==> config.mk <==
export PLATFORM = sky130hd
export DESIGN_NAME = link_monitor
export DESIGN_NICKNAME = d
export VERILOG_FILES = /design/src/rtl/link_monitor_pkg.sv /design/src/rtl/link_monitor.sv
export SDC_FILE = /design/constraint.sdc
export NUM_CORES = 1
export LEC_CHECK = 0
export CAP_MARGIN = 20
export CORE_MARGIN = 5
export CORE_UTILIZATION = 55
export CTS_CLUSTER_SIZE = 25
export DETAILED_ROUTE_END_ITERATION = 12
export PLACE_DENSITY = 0.81
export SLEW_MARGIN = 20
export SYNTH_ARGS = -nofsm -noshare
export SYNTH_HDL_FRONTEND = slang
export SYNTH_SLANG_ARGS = --single-unit
==> constraint.sdc <==
create_clock -name clk -period 2.8 [get_ports clk]
set_input_delay 0.42 -clock clk [delete_from_list [all_inputs] [get_ports clk]]
set_output_delay 0.42 -clock clk [all_outputs]
set_load 0.01 [all_outputs]
==> src/rtl/link_monitor_pkg.sv <==
// rtl/link_monitor_pkg.sv - link monitor state encoding and default timing constants
// Timing defaults are shared with the descrambler's unlock-time constants.
package link_monitor_pkg;

   typedef enum logic [1:0] {
      ST_DOWN      = 2'd0,
      ST_WAIT_LOCK = 2'd1,
      ST_UP        = 2'd2,
      ST_RETRY     = 2'd3
   } lm_state_e;

   // Cycle counts at 125 MHz: 330 us stabilise, 500 us lock window.
   localparam logic [15:0] LM_STABLE_TIME      = 16'd41250;
   localparam logic [15:0] LM_TEST_STABLE_TIME = 16'd125;
   localparam logic [15:0] LM_LOCK_TIMEOUT     = 16'd62500;
   localparam logic [15:0] LM_RETRY_TIME       = 16'd16;

endpackage

==> src/rtl/link_monitor.sv <==
// rtl/link_monitor.sv - 100BASE-TX descrambler sequencing and link status monitor
// Optional lock-loss statistics counter enabled by macro LINK_STATS_EN.
module link_monitor
   import link_monitor_pkg::*;
#(
   parameter logic [15:0] STABLE_TIME      = LM_STABLE_TIME,
   parameter logic [15:0] TEST_STABLE_TIME = LM_TEST_STABLE_TIME,
   parameter logic [15:0] LOCK_TIMEOUT     = LM_LOCK_TIMEOUT,
   parameter logic [15:0] RETRY_TIME       = LM_RETRY_TIME
) (
   input  logic        clk,
   input  logic        rst_n,
   input  logic        signal_detect,
   input  logic        locked,
   input  logic        test_mode,
   output logic        descramble_enable,
   output logic        link_status,
   output logic        lock_fail
`ifdef LINK_STATS_EN
   ,
   output logic [15:0] lock_loss_count,
   input  logic        stats_clear
`endif
);

   lm_state_e   state_q, state_d;
   logic [15:0] timer_q, timer_d;
   logic        enable_q, link_q, lock_fail_q, lock_fail_d;
   logic [15:0] stable_reload;

   assign stable_reload = test_mode ? (TEST_STABLE_TIME - 16'd1) : (STABLE_TIME - 16'd1);

   always_comb begin
      state_d     = state_q;
      timer_d     = timer_q;
      lock_fail_d = 1'b0;
      if (!signal_detect) begin
         state_d = ST_DOWN;
         timer_d = stable_reload;
      end else begin
         unique case (state_q)
            ST_DOWN: begin
               if (timer_q == 16'd0) begin
                  state_d = ST_WAIT_LOCK;
                  timer_d = LOCK_TIMEOUT - 16'd1;
               end else begin
                  timer_d = timer_q - 16'd1;
               end
            end
            ST_WAIT_LOCK: begin
               // Lock wins over an expiring timer on the same cycle.
               if (locked) begin
                  state_d = ST_UP;
               end else if (timer_q == 16'd0) begin
                  state_d     = ST_RETRY;
                  timer_d     = RETRY_TIME - 16'd1;
                  lock_fail_d = 1'b1;
               end else begin
                  timer_d = timer_q - 16'd1;
               end
            end
            ST_UP: begin
               if (!locked) begin
                  state_d     = ST_RETRY;
                  timer_d     = RETRY_TIME - 16'd1;
                  lock_fail_d = 1'b1;
               end
            end
            ST_RETRY: begin
               if (timer_q == 16'd0) begin
                  state_d = ST_WAIT_LOCK;
                  timer_d = LOCK_TIMEOUT - 16'd1;
               end else begin
                  timer_d = timer_q - 16'd1;
               end
            end
            default: state_d = ST_DOWN;
         endcase
      end
   end

   // Outputs are registered from the next state so they move with it.
   always_ff @(posedge clk or negedge rst_n) begin
      if (!rst_n) begin
         state_q     <= ST_DOWN;
         timer_q     <= STABLE_TIME - 16'd1;
         enable_q    <= 1'b0;
         link_q      <= 1'b0;
         lock_fail_q <= 1'b0;
      end else begin
         state_q     <= state_d;
         timer_q     <= timer_d;
         enable_q    <= (state_d == ST_WAIT_LOCK) || (state_d == ST_UP);
         link_q      <= (state_d == ST_UP);
         lock_fail_q <= lock_fail_d;
      end
   end

   assign descramble_enable = enable_q;
   assign link_status       = link_q;
   assign lock_fail         = lock_fail_q;

`ifdef LINK_STATS_EN
   logic        loss_inc;
   logic [15:0] loss_cnt_q;

   assign loss_inc = (state_q == ST_UP) && signal_detect && !locked;

   always_ff @(posedge clk or negedge rst_n) begin
      if (!rst_n) begin
         loss_cnt_q <= '0;
      end else if (stats_clear) begin
         loss_cnt_q <= '0;
      end else if (loss_inc && (loss_cnt_q != 16'hffff)) begin
         loss_cnt_q <= loss_cnt_q + 16'd1;
      end
   end

   assign lock_loss_count = loss_cnt_q;
`endif

endmodule

==> impl_metrics.json <==
{
  "outcome": "complete, no violations",
  "synth_top_area_cell": "dfrtp_1",
  "grt_max_degree": 22,
  "wirelength_microns": 3910,
  "maxCapViolCount": 0,
  "synthFlopType": "dfrtp_1",
  "cts_buffer_depth": 2,
  "syn-cell-area_sq_um": 1560,
  "hold_slack_ps": 416,
  "num_rows": 19,
  "r2r-start": "timer_q[1]",
  "tightest_slew_ps": 704,
  "wl_per_cell_microns": 18.4,
  "seqCellArea_sq_um": 532,
  "relSlewSlack_pct": 52.6,
  "yosys-top-cells-area": "dfrtp_1 (26%), dfstp_2 (8.4%), ha_1 (4.0%)",
  "cts.sinks": 21,
  "final_max_slew_viol_count": 0,
  "p_leak_nw": 0.657,
  "cp.arrival_ps": 2480,
  "finalSetupViolCount": 0,
  "post_cts_buffers": 0,
  "ios": 8,
  "core_sq_um": 2730,
  "fin_crit_sh_pct": 80.3,
  "synthCells": 178,
  "finalClockSkew_ps": 6.51,
  "fin_crit_ps": 2250,
  "final_hold_viol_count": 0,
  "drc": 0,
  "n_antenna_cell": 0,
  "worstSetupEndpointType": "register",
  "multi_input_area_sq_um": 902,
  "worst-endpoint-required_ps": 3030,
  "viasPerCell": 6.82,
  "fmax_mhz": 445,
  "ant_nets": 0,
  "grt_usage_pct": 20.5,
  "synth.avg_cell_area_sq_um": 8.79,
  "gp_congestion": 0.927,
  "ff2ff_path_depth": 8,
  "muxShareOfSynthArea_pct": 0.640,
  "finalNetCount": 193,
  "yosysUniqueCellTypes": 54,
  "tns_ps": 0,
  "die_w_microns": 63.3,
  "insertion_delay_ps": 320,
  "synthAdderAreaFrac_pct": 4.00,
  "hold_class": "in2async",
  "num_vias": 1452,
  "cp_max_fo": 8,
  "worstSetupPathType": "reg2reg",
  "die_area_sq_um": 4010,
  "synth_top_family_by_area": "simple AND/OR/NAND/NOR gates",
  "start_util_pct": 57.2,
  "dr.first_iter.drc_count": 69,
  "critPathLaunchType": "register",
  "h-tree-depth": 1,
  "synth-edff-count": 0,
  "io_buffers": 7,
  "power_density_nw_per_um2": 825,
  "overflow": 0,
  "nFillCells": 248,
  "die_h_microns": 63.3,
  "grt_pass1_vias": 1412,
  "grt_pass1_wl_microns": 6670,
  "synth-seq-cells": 21,
  "clockRootBuffer": "clkbuf_4",
  "synth.net_count": 188,
  "cts_resized": 0,
  "ctsHoldBuffers": 0,
  "final_layout_size_suffix_gt1_share_pct": 13.7,
  "r2r-end": "descramble_enable",
  "async_reset_ff_share_pct": 100,
  "area_growth_syn_to_layout_pct": 5.44,
  "synthesis.yosys.warnings": 0,
  "path_clk_slew_ps": 130,
  "firstDrtPassIters": 4,
  "yosys.area_share.simple_pct": 27.4,
  "synth_top_cell_area_share_pct": 25.6,
  "synth-xor-area-share_pct": 1.12,
  "rsz0062_at_grt": "false",
  "tritoncts": "built",
  "ys_seq_area_share_pct": 34.0,
  "hpwl_microns": 2900,
  "synth-compound-area-share_pct": 24.5,
  "antenna_found_initial": 0,
  "peakVddDrop_mv": 0.727,
  "cts_buffers": 3,
  "r2r_setup_slack_ps": 550
}
[kinds of logic (layout without fill, tap and decap cells)]
family,after synthesis,after routing
multiplexers,1,1
adder cells (fa/ha/maj),5,5
XOR/XNOR,2,2
AND/OR/NAND/NOR,72,72
AO/OA/AOI/OAI,53,53
flip-flops,21,21
buffers and inverters,24,28
[critical path, cell delays in order, from the launching register on]
cell and delay [ps]:
dfrtp_1 450, inv_1 100, ha_1 160, nor4b_1 380
and4_1 450, o21a_1 200, a21oi_1 80, ha_1 290
inv_1 30
[registers in the layout, summed over array words and instances, names as in the netlist]
name	cells
state_q	2
descramble_enable	1
lock_fail	1
link_status	1
timer_q	16
[synth_stat cells (2+ instances only)]
| cell | instances |
|---|---|
| a31oi_1 | 4 |
| o211ai_1 | 5 |
| nand2_1 | 10 |
| o21ai_0 | 5 |
| dfrtp_1 | 16 |
| o41ai_1 | 2 |
| a21oi_1 | 12 |
| o21a_1 | 2 |
| nand3_1 | 9 |
| nor2_1 | 13 |
| or4_1 | 2 |
| dfstp_2 | 5 |
| buf_2 | 2 |
| o21ai_1 | 3 |
| a22o_1 | 2 |
| inv_1 | 13 |
| nor4_2 | 3 |
| a221oi_1 | 2 |
| buf_6 | 5 |
| nor4_1 | 4 |
| a41oi_1 | 2 |
| nand2b_1 | 2 |
| clkbuf_1 | 4 |
| nor4b_1 | 2 |
| o31ai_1 | 2 |
| o41ai_2 | 2 |
| or2_2 | 2 |
| ha_1 | 5 |
| nor2b_1 | 2 |
| nand4_1 | 3 |
| nor3_1 | 10 |
[where the power goes]
part           switching, W  internal (W)  leakage (nW)
sequential         0.000140      0.000403         0.265
combinational      0.000396      0.000262         0.374
clock              0.000104     0.0000537        0.0177
total              0.000641      0.000719         0.657
[final cells by class]
| cell class | instances | area share (%) |
|---|---|---|
| Clock inverter | 1 | 0.303 |
| Timing Repair Buffer | 11 | 6.07 |
| Sequential cell | 21 | 32.2 |
| Clock buffer | 3 | 1.37 |
| Inverter | 13 | 2.96 |
| Tap cell | 31 | 2.35 |
| Multi-Input combinational cell | 133 | 54.7 |
[layout by cell type (no fill, tap or decap), drive strengths merged, types with 7 or more instances in the layout]
cell / count
dfrtp: 16
inv: 13
nor2: 13
a21oi: 12
nor3: 10
nand2: 10
nand3: 9
o21ai: 8
nor4: 8
clkdlybuf4s50: 7
[worst max path at each step]
| stage | from | end | slack, ps | depth (start not counted) |
|---|---|---|---|---|
| after floorplan | timer_q[1] | descramble_enable | 870 | 9 |
| after global placement | timer_q[1] | descramble_enable | 630 | 8 |
| after detailed placement | timer_q[1] | descramble_enable | 610 | 8 |
| after CTS | timer_q[1] | descramble_enable | 560 | 8 |
| after global routing | timer_q[1] | descramble_enable | 440 | 8 |
| final | timer_q[1] | descramble_enable | 550 | 8 |
[layer usage]
| metal | global-route usage, % | part of all wire, % | vias to the layer above |
|---|---|---|---|
| met4 | 10.1 | 2.7 | 0 |
| li1 | - | - | 681 |
| met1 | 26.9 | 43 | 704 |
| met2 | 32.9 | 49 | 53 |
| met3 | 2.84 | 5.4 | 14 |
| met5 | 0 | 0 | - |
[stage by stage]
stage	setup slack, ps	total power (W)	utilization, %	std cells	instance area [sq um]
final	552	0.00136	60.3	213	1650
after global placement	628	0.00118	59.3	209	1620
after CTS	561	0.00135	60.3	213	1650
after global routing	437	0.00146	60.3	213	1650
after detailed placement	606	0.00119	59.3	209	1620
after floorplan	870	0.00106	-	178	1560
No activity file was read; power rests on OpenSTA's default activity.
